### config.mk
export PLATFORM = sky130hd
export DESIGN_NAME = a_loader
export DESIGN_NICKNAME = d
export VERILOG_FILES = /design/src/rtl/a_loader.sv
export SDC_FILE = /design/constraint.sdc
export NUM_CORES = 1
export LEC_CHECK = 0
export BUFFER_PORTS_ARGS = -buffer_cell sky130_fd_sc_hd__buf_2
export CAP_MARGIN = 10
export CORE_UTILIZATION = 55
export CTS_CLUSTER_DIAMETER = 200
export DETAILED_ROUTE_END_ITERATION = 6
export MAX_ROUTING_LAYER = met4
export PLACE_DENSITY = 0.76
export SETUP_SLACK_MARGIN = 0.1
export SLEW_MARGIN = 40
export SYNTH_ARGS = -nofsm -noshare
export SYNTH_HDL_FRONTEND = slang
export SYNTH_SLANG_ARGS = --single-unit
### constraint.sdc
create_clock -name clk -period 3.6 [get_ports clk]
set_input_delay 0.54 -clock clk [delete_from_list [all_inputs] [get_ports clk]]
set_output_delay 0.54 -clock clk [all_outputs]
set_load 0.01 [all_outputs]
### src/rtl/a_loader.sv
// Activation loader: streams column-major beats into ARRAY_N lane RAMs.
// The RAMs share one address/data bus and each lane has its own write enable.
module a_loader #(
   parameter int unsigned RAM_SIZE   = 1024,
   parameter int unsigned ADDR_WIDTH = $clog2(RAM_SIZE),
   parameter int unsigned ARRAY_N    = 8,
   parameter int unsigned ACT_WIDTH  = 8
) (
   input  logic                        clk,
   input  logic                        reset,
   input  logic                        start,
   input  logic                        clear,
   input  logic [ADDR_WIDTH-1:0]       base_addr,
   input  logic [$clog2(ARRAY_N):0]    num_rows,
   input  logic [ADDR_WIDTH:0]         num_cols,
   input  logic                        in_valid,
   input  logic [ACT_WIDTH-1:0]        in_data,
   output logic                        in_ready,
   output logic [ADDR_WIDTH-1:0]       bram_to_ram_w_addr,
   output logic [ARRAY_N-1:0]          bram_to_ram_w_en,
   output logic [ACT_WIDTH-1:0]        bram_to_ram_w_data,
   output logic                        busy,
   output logic                        done
);

   localparam int unsigned ROW_W  = $clog2(ARRAY_N) + 1;
   localparam int unsigned LANE_W = (ARRAY_N > 1) ? $clog2(ARRAY_N) : 1;
   localparam int unsigned COL_W  = ADDR_WIDTH + 1;

   typedef enum logic [1:0] {IDLE, LOAD, DONE} state_t;

   state_t                 state, state_next;
   logic [ADDR_WIDTH-1:0]  base_q;
   logic [ROW_W-1:0]       rows_q;
   logic [COL_W-1:0]       cols_q;
   logic [LANE_W-1:0]      lane_q;
   logic [COL_W-1:0]       col_q;

   logic [ROW_W-1:0]       rows_clamped_c;
   logic                   accept_c;
   logic                   lane_last_c;
   logic                   col_last_c;
   logic                   take_start_c;

   // Datapath decode shared by the FSM and the counters
   always_comb begin
      rows_clamped_c = (num_rows > ROW_W'(ARRAY_N)) ? ROW_W'(ARRAY_N) : num_rows;
      accept_c       = in_ready && in_valid && !clear;
      lane_last_c    = (ROW_W'(lane_q) == rows_q - ROW_W'(1));
      col_last_c     = (col_q == cols_q - COL_W'(1));
      take_start_c   = (state == IDLE) && start && !clear;
   end

   always_ff @(posedge clk or negedge reset) begin
      if (!reset) state <= IDLE;
      else        state <= state_next;
   end

   // Next-state logic; clear overrides every other transition
   always_comb begin
      state_next = state;
      case (state)
         IDLE: begin
            if (start) begin
               if (rows_clamped_c == '0 || num_cols == '0) state_next = DONE;
               else                                        state_next = LOAD;
            end
         end
         LOAD: begin
            if (accept_c && lane_last_c && col_last_c) state_next = DONE;
         end
         DONE:    state_next = IDLE;
         default: state_next = IDLE;
      endcase
      if (clear) state_next = IDLE;
   end

   // Job parameters and lane/column counters
   always_ff @(posedge clk or negedge reset) begin
      if (!reset) begin
         base_q <= '0;
         rows_q <= '0;
         cols_q <= '0;
         lane_q <= '0;
         col_q  <= '0;
      end else if (clear) begin
         lane_q <= '0;
         col_q  <= '0;
      end else if (take_start_c) begin
         base_q <= base_addr;
         rows_q <= rows_clamped_c;
         cols_q <= num_cols;
         lane_q <= '0;
         col_q  <= '0;
      end else if (accept_c) begin
         if (lane_last_c) begin
            lane_q <= '0;
            col_q  <= col_q + COL_W'(1);
         end else begin
            lane_q <= lane_q + LANE_W'(1);
         end
      end
   end

   // Registered outputs; write bus lags the accepted beat by one cycle
   always_ff @(posedge clk or negedge reset) begin
      if (!reset) begin
         in_ready           <= 1'b0;
         busy               <= 1'b0;
         done               <= 1'b0;
         bram_to_ram_w_en   <= '0;
         bram_to_ram_w_addr <= '0;
         bram_to_ram_w_data <= '0;
      end else begin
         in_ready         <= (state_next == LOAD);
         busy             <= (state_next == LOAD);
         done             <= (state_next == DONE);
         bram_to_ram_w_en <= accept_c ? (ARRAY_N'(1) << lane_q) : '0;
         if (accept_c) begin
            bram_to_ram_w_addr <= base_q + ADDR_WIDTH'(col_q);
            bram_to_ram_w_data <= in_data;
         end
      end
   end

endmodule

# --- Word level (Yosys, flattened, before mapping) ---
# Cells that the tools add are included.
word_totals:
  out_inout_bits: 29
  regBits: 69
  wordCells: 54
  in_bits: 38
op_classes:
  mux: 15
  reduce_logical: 15
  n_bitwise: 1
  eq_ne: 5
  n_addsub: 5
  shifts: 1
  order_cmp: 1
ops:
  columns: ["operator", "count"]
  rows:
  - ["11-bit 2-to-1 mux", 4]
  - ["3-bit 2-to-1 mux", 4]
  - ["11-bit by 1-bit adder with 11-bit output (second input constant)", 1]
  - ["11-bit == test", 1]
  - ["11-bit logical NOT", 1]
  - ["11-bit by 1-bit subtractor with 11-bit output (second input constant)", 1]
  - ["10-bit adder", 1]
  - ["2-bit 2-to-1 mux", 4]
  - ["8-bit 2-to-1 mux", 1]
  - ["1-bit by 3-bit << shifter with 8-bit output (first input constant)", 1]
  - ["1-bit logical AND", 6]
  - ["3-bit nonzero test", 2]
  - ["2-bit by 1-bit == test with 1-bit output (second input constant)", 2]
  - ["3-bit by 4-bit == test with 1-bit output", 1]
  - ["4-bit greater-than comparator (second input constant)", 1]
  - ["4-bit logical NOT", 1]
  - ["4-bit 2-to-1 mux", 1]
  - ["2-bit case mux with 2 select lines", 1]
  - ["2-bit AND reduction", 2]
  - ["4-bit by 1-bit subtractor with 4-bit output (second input constant)", 1]
  - ["3-bit by 1-bit adder with 3-bit output (second input constant)", 1]
  - ["2-bit == test (second input constant)", 1]
  - ["2-bit logical NOT", 1]
  - ["1-bit logical NOT", 1]
  - ["2 further kinds", 2]

# --- Logic depth before layout (Yosys ltp) ---
logic_depth:
  depth_word: 9
  ltp_mapped: 9
  depth_no_buf: 9

# --- Worst setup path before layout ---
# No wires, ideal clock.
synth_timing:
  path_type: "reg-to-reg"
  start: "register cols_q[0]"
  end: "register done"
  required_time_ns: 3.536
  setup_time_ns: 0.064
  arrival_ns: 2.229
  path_buffers: 0
  setup_slack_ns: 1.307
  period_less_slack_ns: 2.293
  stages_incl_launch_ff: 9
  cell_sequence: "dfrtp_1 -> inv_1 -> ha_1 -> or4b_4 -> nor4_1 -> xnor2_1 -> o2111ai_1 -> a2111oi_4 -> a21o_1"
synth_via:
  elab_chain_len: 7
synth_lines:
  columns: ["element", "line_no", "rtl"]
  rows:
  - ["start: declaration", "35", "logic [COL_W-1:0] cols_q;"]
  - ["start signal: assignment", "92", "cols_q <= num_cols;"]
  - ["11-bit by 1-bit subtractor with 11-bit output", "50", "col_last_c = (col_q == cols_q - COL_W'(1));"]
  - ["11-bit == test", "50", null]
  - ["1-bit logical AND", "70", "if (accept_c && lane_last_c && col_last_c) state_next = DONE;"]
  - ["2-bit 2-to-1 mux", "70", null]
  - ["2-bit case mux with 2 select lines", "62", "case (state)"]
  - ["2-bit 2-to-1 mux", "75", "if (clear) state_next = IDLE;"]
  - ["2-bit == test", "117", "done <= (state_next == DONE);"]
  - ["end signal: assignment", "117", null]
  - ["end: declaration", "23", "output logic done"]
# No other way between the ends.
# A chain may end at the register's enable or synchronous reset.

# --- Worst setup path in the final report ---
# Ends and elaborated chain as after synthesis.

==> impl_summary.log <==
INFO  metric post_synth_xor_area_fraction = 7.40%
INFO  metric critPathSlowestCell = sky130_fd_sc_hd__or4b_4
INFO  metric worstPathCellList = inv_1 > ha_1 > or4b_4 > nor4_1 > xnor2_1 > o2111ai_1 > a2111oi_4 > a21o_1
INFO  metric cts.repair.resized = 0
INFO  metric place.detailed.hpwl = 5350 um
INFO  metric setup.reg_to_reg.worst_slack = 1.09 ns
INFO  metric critical_path.max_stage_delay = 0.51 ns
INFO  metric ir_worst_vdd = 0.000270 V
INFO  metric tritoncts_clock_tree = yes
INFO  metric cts_made_buffers = 9
INFO  metric gp_congestion = 0.886
INFO  metric count_of_buffers_from_port_buffering = 66
INFO  metric detail_route.wl_per_cell = 14.1 um
INFO  metric number_of_synthesized_flops_with_an_enable_pin = 0
INFO  metric num-nets-final = 489
INFO  metric post_synth_fa_ha_maj_area_fraction = 6.68%
INFO  metric groute.usage.overall = 22.9%
INFO  metric path_class = flip-flop to flip-flop
INFO  metric critical_path.reg2reg.startpoint = cols_q[0]$_DFFE_PN0P_
INFO  metric setup.worst_path.end_class = flip-flop
INFO  metric worst-path-max-fanout = 5
INFO  metric fp-row-count = 29
INFO  metric detailedRoute.firstPassIterationCount = 4
INFO  metric status = completed
INFO  metric largest_family_of_logic_cells_by_synthesized_area = simple AND/OR/NAND/NOR gates
INFO  metric layout_common_cells = sky130_fd_sc_hd__dfrtp_1 (69), sky130_fd_sc_hd__buf_2 (66), sky130_fd_sc_hd__nand2_1 (47), sky130_fd_sc_hd__nor2_1 (25), sky130_fd_sc_hd__inv_1 (20)
INFO  metric async_flop_share = 100%
INFO  metric grt_pass1_wl = 12200 um
INFO  metric synth.lib_cells_used.distinct = 45
INFO  metric period_needed = 2.51 ns
INFO  metric grt_use_met1 = 29.1%
INFO  metric yosysWarningCount = 0
INFO  metric seq_area_frac_synth = 47.1%
INFO  metric ff2ff_path_depth = 8
INFO  metric layout.cells.most_common = sky130_fd_sc_hd__dfrtp_1
INFO  metric report.final.slew_viol_count = 0
INFO  metric num-fill-cells = 522
INFO  metric power.density = 471 nW/um^2
INFO  metric h-tree-depth = 3
INFO  metric slew_headroom = 61.8%
INFO  metric via_count_of_the_first_global_routing_pass = 2639
INFO  metric post_synth_mux_area_share = 6.34%
INFO  metric gr-usage-met2 = 35.4%
INFO  metric cts_root_buf = sky130_fd_sc_hd__clkbuf_8
INFO  metric tightestPinTransition = 0.573 ns
INFO  metric area_delta_synth_final = 16.6%
INFO  metric clk_pin_slew_worst_paths = 0.08 ns
INFO  metric ys_ff_latch = 69
INFO  metric max_cap_violations = 0
INFO  metric grt_setup_unrepaired = false
INFO  metric clock-skew-final = 0.00523 ns
INFO  metric die_area = 7000 um^2
INFO  metric grt_max_degree = 48
INFO  metric num_io_pins = 67
INFO  metric design.core.area = 6390 um^2
INFO  metric final_antenna_diode_count = 0
INFO  metric synthesized_instance_count = 365
INFO  metric postPlaceCellArea = 4080 um^2
INFO  metric synthFlopType = sky130_fd_sc_hd__dfrtp_1
INFO  metric critPathLaunch = cols_q[0]$_DFFE_PN0P_
INFO  metric gr-usage-met3 = 3.96%
INFO  metric drc_violations = 0
INFO  metric worst_setup_path_start_kind = flip-flop
INFO  metric grt_overflow_total = 0
INFO  metric detail_route.iter0.violations = 80
INFO  metric layer_with_the_highest_usage = met2
INFO  metric critical_path_capture_point = done$_DFF_PN0_
INFO  metric worstPathRequired = 3.89 ns
INFO  metric clock_latency = 0.34 ns
INFO  metric post_cts_buffers = 0
INFO  metric tns = 0 ns
INFO  metric die_height = 83.7 um
INFO  metric detail_route.vias_per_cell = 5.54
INFO  metric finalInstanceArea = 4280 um^2
INFO  metric final-setup-viol-count = 0
INFO  metric num_vias = 2845
INFO  metric detail_route.wirelength = 7270 um
INFO  metric top_cell_family_by_delay_on_the_critical_path = compound AO/OA/AOI/OAI gates
INFO  metric min_period_over_period = 69.8%
INFO  metric initial_utilization = 57.5%
INFO  metric min_path_type = input pin to asynchronous set/reset pin
INFO  metric detail-route-antenna-nets = 0
INFO  metric cts.sinks = 69
INFO  metric number_of_antenna_violations_at_the_first_check_in_global_routing = 0
INFO  metric cp_num_cells = 8
INFO  metric syn-num-nets = 422
INFO  metric achievable-frequency = 0.398 GHz
INFO  metric lkg_pwr = 2.08 nW
INFO  metric fin_hold_ws = 0.150 ns
INFO  metric mappedNetlistArea = 3670 um^2
INFO  metric cts_max_path_buffers = 2
INFO  metric number_of_buffers_and_inverters_on_the_critical_path = 1
INFO  metric fin_total_pwr = 2.01 mW
INFO  metric syn-mean-instance-area = 10.1 um^2
INFO  metric post_synth_and_or_nand_nor_area_fraction = 18.6%
INFO  metric cts-hold-fix-buffers = 0
INFO  metric share_of_layout_cells_above_drive_strength_1 = 26.8%
INFO  metric synth_compound_area_share = 10.3%
INFO  metric worstPathArrival = 2.80 ns
INFO  metric fp.dieW = 83.7 um
INFO  metric reg2reg_to = done$_DFF_PN0_
INFO  metric final-hold-violation-count = 0
## flip-flops by register name (all words and copies together), names as in the netlist, 2 cells and up
| signal | cells |
|---|---|
| col_q | 11 |
| cols_q | 11 |
| base_q | 10 |
| bram_to_ram_w_addr | 10 |
| bram_to_ram_w_data | 8 |
| bram_to_ram_w_en | 8 |
| rows_q | 4 |
| lane_q | 3 |
| state | 2 |
## worst reg2reg max path, stage by stage (launching register included)
cell and delay, ns:
sky130_fd_sc_hd__dfrtp_1 0.42, sky130_fd_sc_hd__inv_1 0.09, sky130_fd_sc_hd__ha_1 0.22, sky130_fd_sc_hd__or4b_4 0.51
sky130_fd_sc_hd__nor4_1 0.24, sky130_fd_sc_hd__xnor2_1 0.16, sky130_fd_sc_hd__o2111ai_1 0.18, sky130_fd_sc_hd__a2111oi_4 0.46
sky130_fd_sc_hd__a21o_1 0.18
## cells by family after synthesis
family	after synthesis
XOR/XNOR	31
adder cells (fa/ha/maj)	19
buffers and inverters	34
multiplexers	21
AND/OR/NAND/NOR	136
flip-flops	69
AO/OA/AOI/OAI	55
## final cells by class
| cell class | instances | area (um^2) | area share (%) |
|---|---|---|---|
| Clock inverter | 5 | 60.1 | 1.40 |
| Inverter | 20 | 75.1 | 1.75 |
| Clock buffer | 11 | 141 | 3.30 |
| Sequential cell | 69 | 1730 | 40.3 |
| Timing Repair Buffer | 70 | 360 | 8.42 |
| Multi-Input combinational cell | 262 | 1820 | 42.5 |
| Tap cell | 77 | 96.3 | 2.25 |
## routing by layer
metal  vias up  routed length, um
met1      1338               3290
met4         0                218
li1       1407                  -
met5         -                  0
met2        77               3470
met3        23                291
## through the flow
stage          utilization (%)  setup WS, ns  cells
6_report                  67.0          1.09    514
5_1_grt                   67.0         0.939    514
4_1_cts                   67.0          1.07    514
3_5_place_dp              63.9          1.11    498
3_3_place_gp              63.8          1.19    498
2_1_floorplan                -          1.31    365
## Yosys cell counts, drive strengths merged (6+ instances only)
cell type,count,area (um^2)
nor2,25,93.8
nor3,13,65.1
inv,20,75.1
nor4,9,56.3
dfrtp,69,1730
and3,10,66.3
xor2,13,114
o21ai,14,70.1
nand3b,6,45.0
xnor2,18,158
nand2,48,183
a21oi,14,70.1
clkbuf,13,48.8
ha,18,225
mux2,18,203
## where the power goes
part           switching [mW]  leakage (nW)  internal [mW]
Sequential             0.0806         0.886          0.881
Clock                   0.300        0.0995          0.340
Combinational           0.217          1.10          0.195
## worst min path at each step
stage          cells after the start                               from  slack, ns                                 to
5_1_grt                            1                              reset       0.18  bram_to_ram_w_data[1]$_DFFE_PN0P_
3_3_place_gp                       2  bram_to_ram_w_data[5]$_DFFE_PN0P_       0.45  bram_to_ram_w_data[5]$_DFFE_PN0P_
2_1_floorplan                      0                              reset       0.24              base_q[0]$_DFFE_PN0P_
4_1_cts                            1                              reset       0.16  bram_to_ram_w_data[1]$_DFFE_PN0P_
3_5_place_dp                       2  bram_to_ram_w_data[2]$_DFFE_PN0P_       0.46  bram_to_ram_w_data[2]$_DFFE_PN0P_
6_report                           1                              reset       0.15  bram_to_ram_w_data[1]$_DFFE_PN0P_
Note: power is estimated with default switching activity, not from simulation.
